### src/rtl/eq_mac_scheduler.sv
// rtl/eq_mac_scheduler.sv - three-band stereo IIR equalizer sharing one DWxDW multiplier
// Optional output saturation of the channel accumulator: define EQ_SAT_EN.
module eq_mac_scheduler #(
  parameter int DW = 32,
  parameter int FW = 8
) (
  input  logic          clk,
  input  logic          rst,
  input  logic          start,
  input  logic [DW-1:0] in_l,
  input  logic [DW-1:0] in_r,
  input  logic [DW-1:0] lgain,
  input  logic [DW-1:0] mgain,
  input  logic [DW-1:0] hgain,
  output logic [DW-1:0] out_l,
  output logic [DW-1:0] out_r,
  output logic          busy,
  output logic          done
);

  typedef enum logic [1:0] {S_IDLE, S_RUN, S_OUT} state_t;

  localparam logic [DW-1:0] LOW_G   = DW'(7);
  localparam logic [DW-1:0] LOW_N0  = DW'(256);
  localparam logic [DW-1:0] LOW_N1  = DW'(256);
  localparam logic [DW-1:0] LOW_N2  = DW'(0);
  localparam logic [DW-1:0] LOW_D1  = DW'(-243);
  localparam logic [DW-1:0] LOW_D2  = DW'(0);
  localparam logic [DW-1:0] MID_G   = DW'(31);
  localparam logic [DW-1:0] MID_N0  = DW'(256);
  localparam logic [DW-1:0] MID_N1  = DW'(0);
  localparam logic [DW-1:0] MID_N2  = DW'(-256);
  localparam logic [DW-1:0] MID_D1  = DW'(-446);
  localparam logic [DW-1:0] MID_D2  = DW'(194);
  localparam logic [DW-1:0] HIGH_G  = DW'(220);
  localparam logic [DW-1:0] HIGH_N0 = DW'(256);
  localparam logic [DW-1:0] HIGH_N1 = DW'(-256);
  localparam logic [DW-1:0] HIGH_N2 = DW'(0);
  localparam logic [DW-1:0] HIGH_D1 = DW'(-183);
  localparam logic [DW-1:0] HIGH_D2 = DW'(0);

  state_t        state_q, state_d;
  logic [2:0]    step_q, step_d;
  logic [1:0]    band_q, band_d;
  logic          chan_q, chan_d;
  logic [DW-1:0] inl_q, inl_d, inr_q, inr_d;
  logic [DW-1:0] lg_q, lg_d, mg_q, mg_d, hg_q, hg_d;
  logic [DW-1:0] o_q, o_d, pd1_q, pd1_d, pd2_q, pd2_d;
  logic [DW-1:0] pn1_q, pn1_d, pn2_q, pn2_d, y_q, y_d;
  logic [DW+1:0] acc_q, acc_d;
  logic [DW-1:0] z0_q [6];
  logic [DW-1:0] z0_d [6];
  logic [DW-1:0] z1_q [6];
  logic [DW-1:0] z1_d [6];
  logic [DW-1:0] hold_l_q, hold_l_d, hold_r_q, hold_r_d;
  logic [DW-1:0] out_l_q, out_l_d, out_r_q, out_r_d;
  logic          done_q, done_d;

  logic [DW-1:0]          x, c_g, c_n0, c_n1, c_n2, c_d1, c_d2, gain;
  logic [DW-1:0]          mul_a, mul_b, term, res;
  logic signed [2*DW-1:0] prod;
  logic [2:0]             idx;

`ifdef EQ_SAT_EN
  function automatic logic [DW-1:0] clamp(input logic [DW+1:0] a);
    if (a[DW+1:DW-1] == 3'b000 || a[DW+1:DW-1] == 3'b111) return a[DW-1:0];
    else if (a[DW+1]) return {1'b1, {(DW-1){1'b0}}};
    else return {1'b0, {(DW-1){1'b1}}};
  endfunction
`endif

  // Operand routing for the single shared multiplier
  always_comb begin
    x    = chan_q ? inr_q : inl_q;
    idx  = (chan_q ? 3'd3 : 3'd0) + {1'b0, band_q};
    c_g  = LOW_G;  c_n0 = LOW_N0; c_n1 = LOW_N1; c_n2 = LOW_N2;
    c_d1 = LOW_D1; c_d2 = LOW_D2; gain = lg_q;
    case (band_q)
      2'd1: begin
        c_g  = MID_G;  c_n0 = MID_N0; c_n1 = MID_N1; c_n2 = MID_N2;
        c_d1 = MID_D1; c_d2 = MID_D2; gain = mg_q;
      end
      2'd2: begin
        c_g  = HIGH_G;  c_n0 = HIGH_N0; c_n1 = HIGH_N1; c_n2 = HIGH_N2;
        c_d1 = HIGH_D1; c_d2 = HIGH_D2; gain = hg_q;
      end
      default: ;
    endcase
    mul_a = x;
    mul_b = c_n0;
    case (step_q)
      3'd1: begin mul_a = o_q; mul_b = c_d1; end
      3'd2: begin mul_a = o_q; mul_b = c_d2; end
      3'd3: begin mul_a = x;   mul_b = c_n1; end
      3'd4: begin mul_a = x;   mul_b = c_n2; end
      3'd5: begin mul_a = o_q; mul_b = c_g;  end
      3'd6: begin mul_a = y_q; mul_b = gain; end
      default: ;
    endcase
    prod = $signed(mul_a) * $signed(mul_b);
    term = (step_q == 3'd6) ? DW'(prod >>> 12) : DW'(prod >>> FW);
  end

  always_comb begin
    state_d  = state_q;
    step_d   = step_q;
    band_d   = band_q;
    chan_d   = chan_q;
    inl_d    = inl_q;
    inr_d    = inr_q;
    lg_d     = lg_q;
    mg_d     = mg_q;
    hg_d     = hg_q;
    o_d      = o_q;
    pd1_d    = pd1_q;
    pd2_d    = pd2_q;
    pn1_d    = pn1_q;
    pn2_d    = pn2_q;
    y_d      = y_q;
    acc_d    = acc_q;
    z0_d     = z0_q;
    z1_d     = z1_q;
    hold_l_d = hold_l_q;
    hold_r_d = hold_r_q;
    out_l_d  = out_l_q;
    out_r_d  = out_r_q;
    done_d   = 1'b0;
    res      = '0;
    case (state_q)
      S_IDLE: begin
        if (start) begin
          inl_d   = in_l;
          inr_d   = in_r;
          lg_d    = lgain;
          mg_d    = mgain;
          hg_d    = hgain;
          step_d  = 3'd0;
          band_d  = 2'd0;
          chan_d  = 1'b0;
          state_d = S_RUN;
        end
      end
      S_RUN: begin
        case (step_q)
          3'd0: o_d   = term + z0_q[idx];
          3'd1: pd1_d = term;
          3'd2: pd2_d = term;
          3'd3: pn1_d = term;
          3'd4: pn2_d = term;
          3'd5: y_d   = term;
          default: begin
            // Accumulator restarts at each channel's low band
            acc_d     = ((band_q == 2'd0) ? '0 : acc_q) + {{2{term[DW-1]}}, term};
            z1_d[idx] = pn2_q - pd2_q;
            z0_d[idx] = pn1_q - pd1_q + z1_q[idx];
`ifdef EQ_SAT_EN
            res = clamp(acc_d);
`else
            res = acc_d[DW-1:0];
`endif
            if (band_q == 2'd2) begin
              if (chan_q) hold_r_d = res;
              else        hold_l_d = res;
            end
          end
        endcase
        if (step_q == 3'd6) begin
          step_d = 3'd0;
          if (band_q == 2'd2) begin
            band_d = 2'd0;
            if (chan_q) state_d = S_OUT;
            else        chan_d  = 1'b1;
          end else begin
            band_d = band_q + 2'd1;
          end
        end else begin
          step_d = step_q + 3'd1;
        end
      end
      S_OUT: begin
        out_l_d = hold_l_q;
        out_r_d = hold_r_q;
        done_d  = 1'b1;
        state_d = S_IDLE;
      end
      default: state_d = S_IDLE;
    endcase
  end

  always_ff @(posedge clk) begin
    if (rst) begin
      state_q  <= S_IDLE;
      step_q   <= '0;
      band_q   <= '0;
      chan_q   <= 1'b0;
      inl_q    <= '0;
      inr_q    <= '0;
      lg_q     <= '0;
      mg_q     <= '0;
      hg_q     <= '0;
      o_q      <= '0;
      pd1_q    <= '0;
      pd2_q    <= '0;
      pn1_q    <= '0;
      pn2_q    <= '0;
      y_q      <= '0;
      acc_q    <= '0;
      for (int i = 0; i < 6; i++) begin
        z0_q[i] <= '0;
        z1_q[i] <= '0;
      end
      hold_l_q <= '0;
      hold_r_q <= '0;
      out_l_q  <= '0;
      out_r_q  <= '0;
      done_q   <= 1'b0;
    end else begin
      state_q  <= state_d;
      step_q   <= step_d;
      band_q   <= band_d;
      chan_q   <= chan_d;
      inl_q    <= inl_d;
      inr_q    <= inr_d;
      lg_q     <= lg_d;
      mg_q     <= mg_d;
      hg_q     <= hg_d;
      o_q      <= o_d;
      pd1_q    <= pd1_d;
      pd2_q    <= pd2_d;
      pn1_q    <= pn1_d;
      pn2_q    <= pn2_d;
      y_q      <= y_d;
      acc_q    <= acc_d;
      z0_q     <= z0_d;
      z1_q     <= z1_d;
      hold_l_q <= hold_l_d;
      hold_r_q <= hold_r_d;
      out_l_q  <= out_l_d;
      out_r_q  <= out_r_d;
      done_q   <= done_d;
    end
  end

  // busy covers the done cycle, which the FSM spends already back in IDLE
  assign busy  = (state_q != S_IDLE) || done_q;
  assign done  = done_q;
  assign out_l = out_l_q;
  assign out_r = out_r_q;

endmodule
### config.mk
export PLATFORM = sky130hd
export DESIGN_NAME = eq_mac_scheduler
export DESIGN_NICKNAME = d
export VERILOG_FILES = /design/src/rtl/eq_mac_scheduler.sv
export SDC_FILE = /design/constraint.sdc
export NUM_CORES = 2
export LEC_CHECK = 0
export ABC_AREA = 0
export CORE_UTILIZATION = 41
export CTS_CLUSTER_SIZE = 40
export DETAILED_ROUTE_END_ITERATION = 6
export DONT_BUFFER_PORTS = 1
export PLACE_DENSITY = 0.61
export SLEW_MARGIN = 25
export SYNTH_ARGS = -nofsm -noshare
export SYNTH_HDL_FRONTEND = slang
export SYNTH_SLANG_ARGS = --single-unit
### constraint.sdc
create_clock -name clk -period 11.9 [get_ports clk]
set_clock_uncertainty 0.05 [all_clocks]
set_input_delay 0.595 -clock clk [delete_from_list [all_inputs] [get_ports clk]]
set_output_delay 0.595 -clock clk [all_outputs]
set_load 0.005 [all_outputs]
Word-level counts from Yosys, hierarchy flattened
Index checks and enable logic that the tools add are counted.
Widths: inputs -> output; s select.
{ "op_classes": {"n_reduce_logical": 23, "eq_ne": 14, "addsub": 8, "n_mul": 1, "n_lt_le_gt_ge": 2, "muxes": 39, "bitwise_logic": 3} }
{ "op_table": {"columns": ["op", "n"], "rows": [
  ["$bwmux 192", 2],
  ["$mux 32", 8],
  ["$bmux 32 s3", 2],
  ["$pmux 32 s2", 3],
  ["$pmux 32 s6", 1],
  ["$demux 32 s3", 1],
  ["$add 32x32->32", 2],
  ["$sub 32x32->32", 2],
  ["$mul 32x32->44", 1],
  ["$add 34x34->34", 1],
  ["$mux 34", 1],
  ["$pmux 9 s2", 1],
  ["$reduce_and 2->1", 9],
  ["$mux 2", 8],
  ["$pmux 8 s2", 1],
  ["$reduce_and 4->1", 4],
  ["$eq 3x3->1 const B", 3],
  ["$mux 8", 1],
  ["$ne 2x2->1 const B", 4],
  ["$pmux 2 s2", 2],
  ["$eq 3x2->1 const B", 2],
  ["$mux 3", 2],
  ["$pmux 3 s2", 1],
  ["$reduce_or 6->1", 1],
  ["19 further kinds", 27]
]} }
{ "totals": {"output_inout_bits": 66, "input_bits": 163, "wordCells": 123, "regBits": 907} }

Logic depth before layout (Yosys ltp)
{ "depth": {"word_depth": 8, "mapped_depth": 55, "depth_no_buf": 49} }

Least setup slack after synthesis
No wires, ideal clock.
{ "synth_path": {"kind": "register -> register", "start": "register band_q[1]", "end": "register acc_q[30]", "arrival_time_ps": 11840, "synth_period_minus_slack_ps": 12022, "path_stages_with_launch": 49, "setup_ps": 132, "n_path_buf": 5, "required_ps": 11718, "setup_slack_ps": -122, "cell_sequence": "dfxtp_1 -> inv_1 -> ha_1 -> buf_2 -> buf_2 -> buf_2 -> buf_1 -> a211oi_1 -> a2111oi_0 -> nor2_1 -> fa_1 -> fa_1 -> inv_1 -> fa_1 -> inv_1 -> fa_1 -> inv_1 -> fa_1 -> [... 13 more ...] -> nor2_1 -> xnor2_1 -> nand2_1 -> o21ai_1 -> inv_1 -> ha_1 -> and3_1 -> nand2_1 -> o21ai_0 -> a21o_1 -> a21oi_1 -> nand3_1 -> a31oi_1 -> or4b_1 -> and4_1 -> nand4b_2 -> nand2_1 -> a21oi_1"} }
{ "synth_via": {"elab_chain_len": 6, "word_cells_on_any_way": 14, "classes_between": "add/sub (1); mul (1); eq/ne (2); mux (9); reduce/logical (1)"} }
{ "synth_lines": {"columns": ["element", "line_no", "rtl"], "rows": [
  ["from (decl)", "44", "logic [1:0] band_q, band_d;"],
  ["from (signal assigned)", "220", "band_q <= band_d;"],
  ["$eq 2x2->1 / $eq 2x1->1 (equally long branches)", "78", "case (band_q)"],
  ["$pmux 32 s2, or another cell as far along", "78", null],
  ["$pmux 32 s6 (*)", "91", "case (step_q)"],
  ["$mul 32x32->44 (*)", "100", "prod = $signed(mul_a) * $signed(mul_b);"],
  ["$mux 32 (*)", "101", "term = (step_q == 3'd6) ? DW'(prod >>> 12) : DW'(prod >>> FW);"],
  ["net term[21]", "60", "logic [DW-1:0] mul_a, mul_b, term, res;"],
  ["$add 34x34->34 (*)", "153", "acc_d = ((band_q == 2'd0) ? '0 : acc_q) + {{2{term[DW-1]}}, term};"],
  ["to (signal assigned)", "207", "acc_q <= '0;"],
  ["to (signal assigned)", "233", "acc_q <= acc_d;"],
  ["to (decl)", "50", "logic [DW+1:0] acc_q, acc_d;"]
]} }
Mark *: on every way through the listed nets, which the timed path passes. The rest lies on a longest branch.
A chain may end at the register's enable or synchronous reset.

Final worst setup path
{ "layout_path": {"start": "register band_q[0]", "end": "register hold_r_q[31]"} }
{ "layout_via": {"elab_chain_len": 6, "word_cells_on_any_way": 15, "classes_between": "add/sub (1); mul (1); eq/ne (2); mux (9); reduce/logical (2)"} }
{ "layout_lines": {"columns": ["element", "line_no", "rtl"], "rows": [
  ["$eq 2x2->1 / $eq 2x1->1 (equally long branches)", "78", null],
  ["$pmux 32 s2, or another cell as far along", "78", null],
  ["$pmux 32 s6 (*)", "91", null],
  ["$mul 32x32->44 (*)", "100", null],
  ["$mux 32 (*)", "101", null],
  ["net term[13]", "60", null],
  ["$add 34x34->34 (*)", "153", null],
  ["to (signal assigned)", "237", "hold_r_q <= hold_r_d;"],
  ["to (decl)", "55", "logic [DW-1:0] hold_l_q, hold_l_d, hold_r_q, hold_r_d;"]
]} }
Marks and branches as above.

==> results.sh <==
export IMPL_synth_async_reset_ratio_pct=0
export IMPL_cap_viol_max_count=0
export IMPL_ant_nets=0
export IMPL_routed_via_density=5.54
export IMPL_setup_viol=0
export IMPL_cp_max_fo=14
export IMPL_yosys_warnings=0
export IMPL_p_int_mw=7.93
export IMPL_drive_above_1_share_pct=7.70
export IMPL_syn_nets=9804
export IMPL_power_density_nw_per_um2=195
export IMPL_ios=229
export IMPL_pwr_share_clk_pct=20.5
export IMPL_crit_start="band_q[0]$_SDFFE_PP0P_"
export IMPL_netlist_cell_type_count=117
export IMPL_track_usage_pct=27.9
export IMPL_route_detailed_drc=0
export IMPL_seq_area_frac_synth_pct=26.1
export IMPL_p_leak_nw=31.6
export IMPL_core_area_um2=168000
export IMPL_gp_congestion=0.984
export IMPL_final_cell_mix="nand2_1 (1536), nor2_1 (1122), inv_1 (971), dfxtp_1 (899), a21oi_1 (814)"
export IMPL_hp_start="mgain[25]"
export IMPL_slew_violations=0
export IMPL_fin_nets=9770
export IMPL_ys_ff_latch=905
export IMPL_met2_usage_pct=46.7
export IMPL_routed_wl_mm=241
export IMPL_antenna_found_initial=4
export IMPL_die_area_um2=171000
export IMPL_setup_tns_ns=0
export IMPL_gr_total_overflow=0
export IMPL_grt_pass1_wl_mm=364
export IMPL_hold_ws_ns=0.0297
export IMPL_synth_edf_count=0
export IMPL_fill_cells=16400
export IMPL_hold_viol=0
export IMPL_worst_slew_pin_slew_ns=1.38
export IMPL_crit_type="reg2reg"
export IMPL_area_growth_pct=11.9
export IMPL_cpPeakStageDelay_ns=0.54
export IMPL_cts_buffers=93
export IMPL_dpl_hpwl_mm=181
export IMPL_critPathCaptureType="flip-flop"
export IMPL_synth_top_area_share_pct=26.1
export IMPL_root_buffer="clkbuf_16"
export IMPL_status="complete, no violations"
export IMPL_hold_path_class="in2reg"
export IMPL_max_freq_mhz=87.3
export IMPL_fp_dieH_um=414
export IMPL_fp_row_count=150
export IMPL_crit_top_cell="fa_1"
export IMPL_power_mw=15.2
export IMPL_initial_core_util_pct=41.4
export IMPL_switching_share_pct=47.7
export IMPL_met1_usage_pct=35.7
export IMPL_clockBufferDepth=3
export IMPL_arrival_ns=11.96
export IMPL_rsz0062_at_grt="no"
export IMPL_slew_headroom_pct=7.70
export IMPL_crit_path_start_kind="flip-flop"
export IMPL_dieWidth_um=414
export IMPL_first_pass_iters=6
export IMPL_routedWlPerCell_um=22.3
export IMPL_avgSynthCellArea_um2=8.11
export IMPL_period_share_pct=96.3
export IMPL_insertion_delay_ns=0.73
export IMPL_drt_iter0_drc=5151
export IMPL_crit_slowest_cell="fa_1"
export IMPL_ys_flop_type="dfxtp_1"
export IMPL_required_ns=12.40
export IMPL_cts_tree="yes"
export IMPL_path_clk_slew_ns=0.06
export IMPL_htreeDepth=3
export IMPL_synth_area_um2=69500
export IMPL_sequentialPowerShare_pct=20.9
export IMPL_reg2reg_from="band_q[0]$_SDFFE_PP0P_"
export IMPL_layout_min_cycle_time_ns=11.46
export IMPL_grt_max_degree=780
export IMPL_final_common_cell="nand2_1"
export IMPL_p_sw_mw=7.22
export IMPL_grtUsageMet3_pct=3.61
export IMPL_cts_sinks=905
export IMPL_busiest_layer="met2"
export IMPL_num_vias=59900
export IMPL_combPwrFrac_pct=58.7
export IMPL_port_buffer_count=0
export IMPL_synth_top_area_cell="dfxtp_1"
export IMPL_multi_input_area_um2=46000
export IMPL_ir_drop_v=0.000240
export IMPL_postSynthCellCount=8569
export IMPL_grt_pass1_vias=59100
export IMPL_regArea_um2=18100
export IMPL_netlist_top_cells_area="dfxtp_1 (26%), fa_1 (22%), nand2_1 (8.3%)"
==> path summary, 6_finish.rpt <==
kind / end / slack [ns] / cells after the start
setup / recovery: hold_r_q[31]$_SDFFE_PP0P_ / 0.44 / 44
hold / removal: mg_q[25]$_SDFFE_PP0P_ / 0.03 / 2
setup reg to reg: hold_r_q[31]$_SDFFE_PP0P_ / 0.44 / 44
hold reg to reg: lg_q[10]$_SDFFE_PP0P_ / 0.40 / 2
==> routing by layer <==
layer	vias up	part of all wire (%)
met5	-	0
li1	27500	-
met3	466	6.2
met2	2100	48
met4	0	4.8
met1	29800	41
==> timing repair <==
item | CTS | global route
resized for setup | 0 | 61
hold buffers | 137 | 1
buffers inserted | 0 | 12
endpoints found under the hold margin | 209 | 13
setup endpoints to repair | 0 | 53
==> cell usage after synthesis (all sizes together) (14+ instances only) <==
master,instances
nand2,1545
nor2,1132
inv,975
dfxtp,905
a21oi,822
fa,780
clkbuf,491
ha,292
a211oi,230
xnor2,150
o21ai,148
mux2i,72
a21o,67
buf,65
or3,63
nand2b,56
nor2b,56
a22oi,55
nand3,54
nor3,54
o221ai,47
xor2,42
mux2,35
o21a,35
o22ai,35
a221oi,31
a221o,24
o21bai,24
o22a,24
a22o,23
o221a,18
o31ai,18
and2,17
a31oi,16
nand4,14
==> critical path, delay by kind of cell, from the launching register on <==
family	cells	cell delay [ns]
simple gates	5	0.79
buf+inv	8	0.96
fa+ha+maj	11	4.69
compound gates	18	3.94
flops	1	0.39
xor+xnor	2	0.49
==> final cells by class <==
type / count / share of cell area, %
multi-input combinational: 6133 / 59.2
sequential: 905 / 23.3
timing repair buffer: 427 / 5.04
inverter: 975 / 4.71
clock buffer: 133 / 3.57
tap: 2204 / 3.55
clock inverter: 33 / 0.613
antenna: 4 / 0.0129
==> power by group through the flow <==
stage | combinational, mW | sequential, mW | clock [mW]
2_1_floorplan | 5.08 | 3.20 | 0
3_3_place_gp | 8.58 | 3.23 | 0
3_5_place_dp | 8.55 | 3.23 | 0
5_1_grt | 9.49 | 3.17 | 3.26
6_report | 8.89 | 3.17 | 3.10
4_1_cts | 8.69 | 3.16 | 3.15
==> logic make-up after synthesis <==
| group | Yosys count | synth area share, % |
|---|---|---|
| AND/OR/NAND/NOR | 3067 | 18.1 |
| buffers and inverters | 1531 | 8.40 |
| adder cells (fa/ha/maj) | 1072 | 27.7 |
| AO/OA/AOI/OAI | 1694 | 15.6 |
| multiplexers | 107 | 1.65 |
| flip-flops | 905 | 26.1 |
| XOR/XNOR | 193 | 2.47 |
==> state kept, by name, summed over array words and instances (netlist names), 32 cells and up <==
name and flops:
lg_q 32, hg_q 32, pn1_q 32, inr_q 32
z1_q 192, z0_q 192, pd1_q 32, out_r 32
hold_l_q 32, o_q 32, pd2_q 32, pn2_q 32
hold_r_q 32, out_l 32, y_q 32, inl_q 32
acc_q 32, mg_q 32
==> stage by stage <==
step	cell area, um2	setup slack (ns)	cells	util (%)
floorplan	69500	0.231	8569	-
global placement	72600	0.210	10500	43.3
detailed placement	72600	0.0975	10500	43.3
CTS	77200	0.0497	10800	46.0
global route	77700	0.0128	10800	46.3
finish	77700	0.441	10800	46.3
No activity file was read; power rests on OpenSTA's default activity.
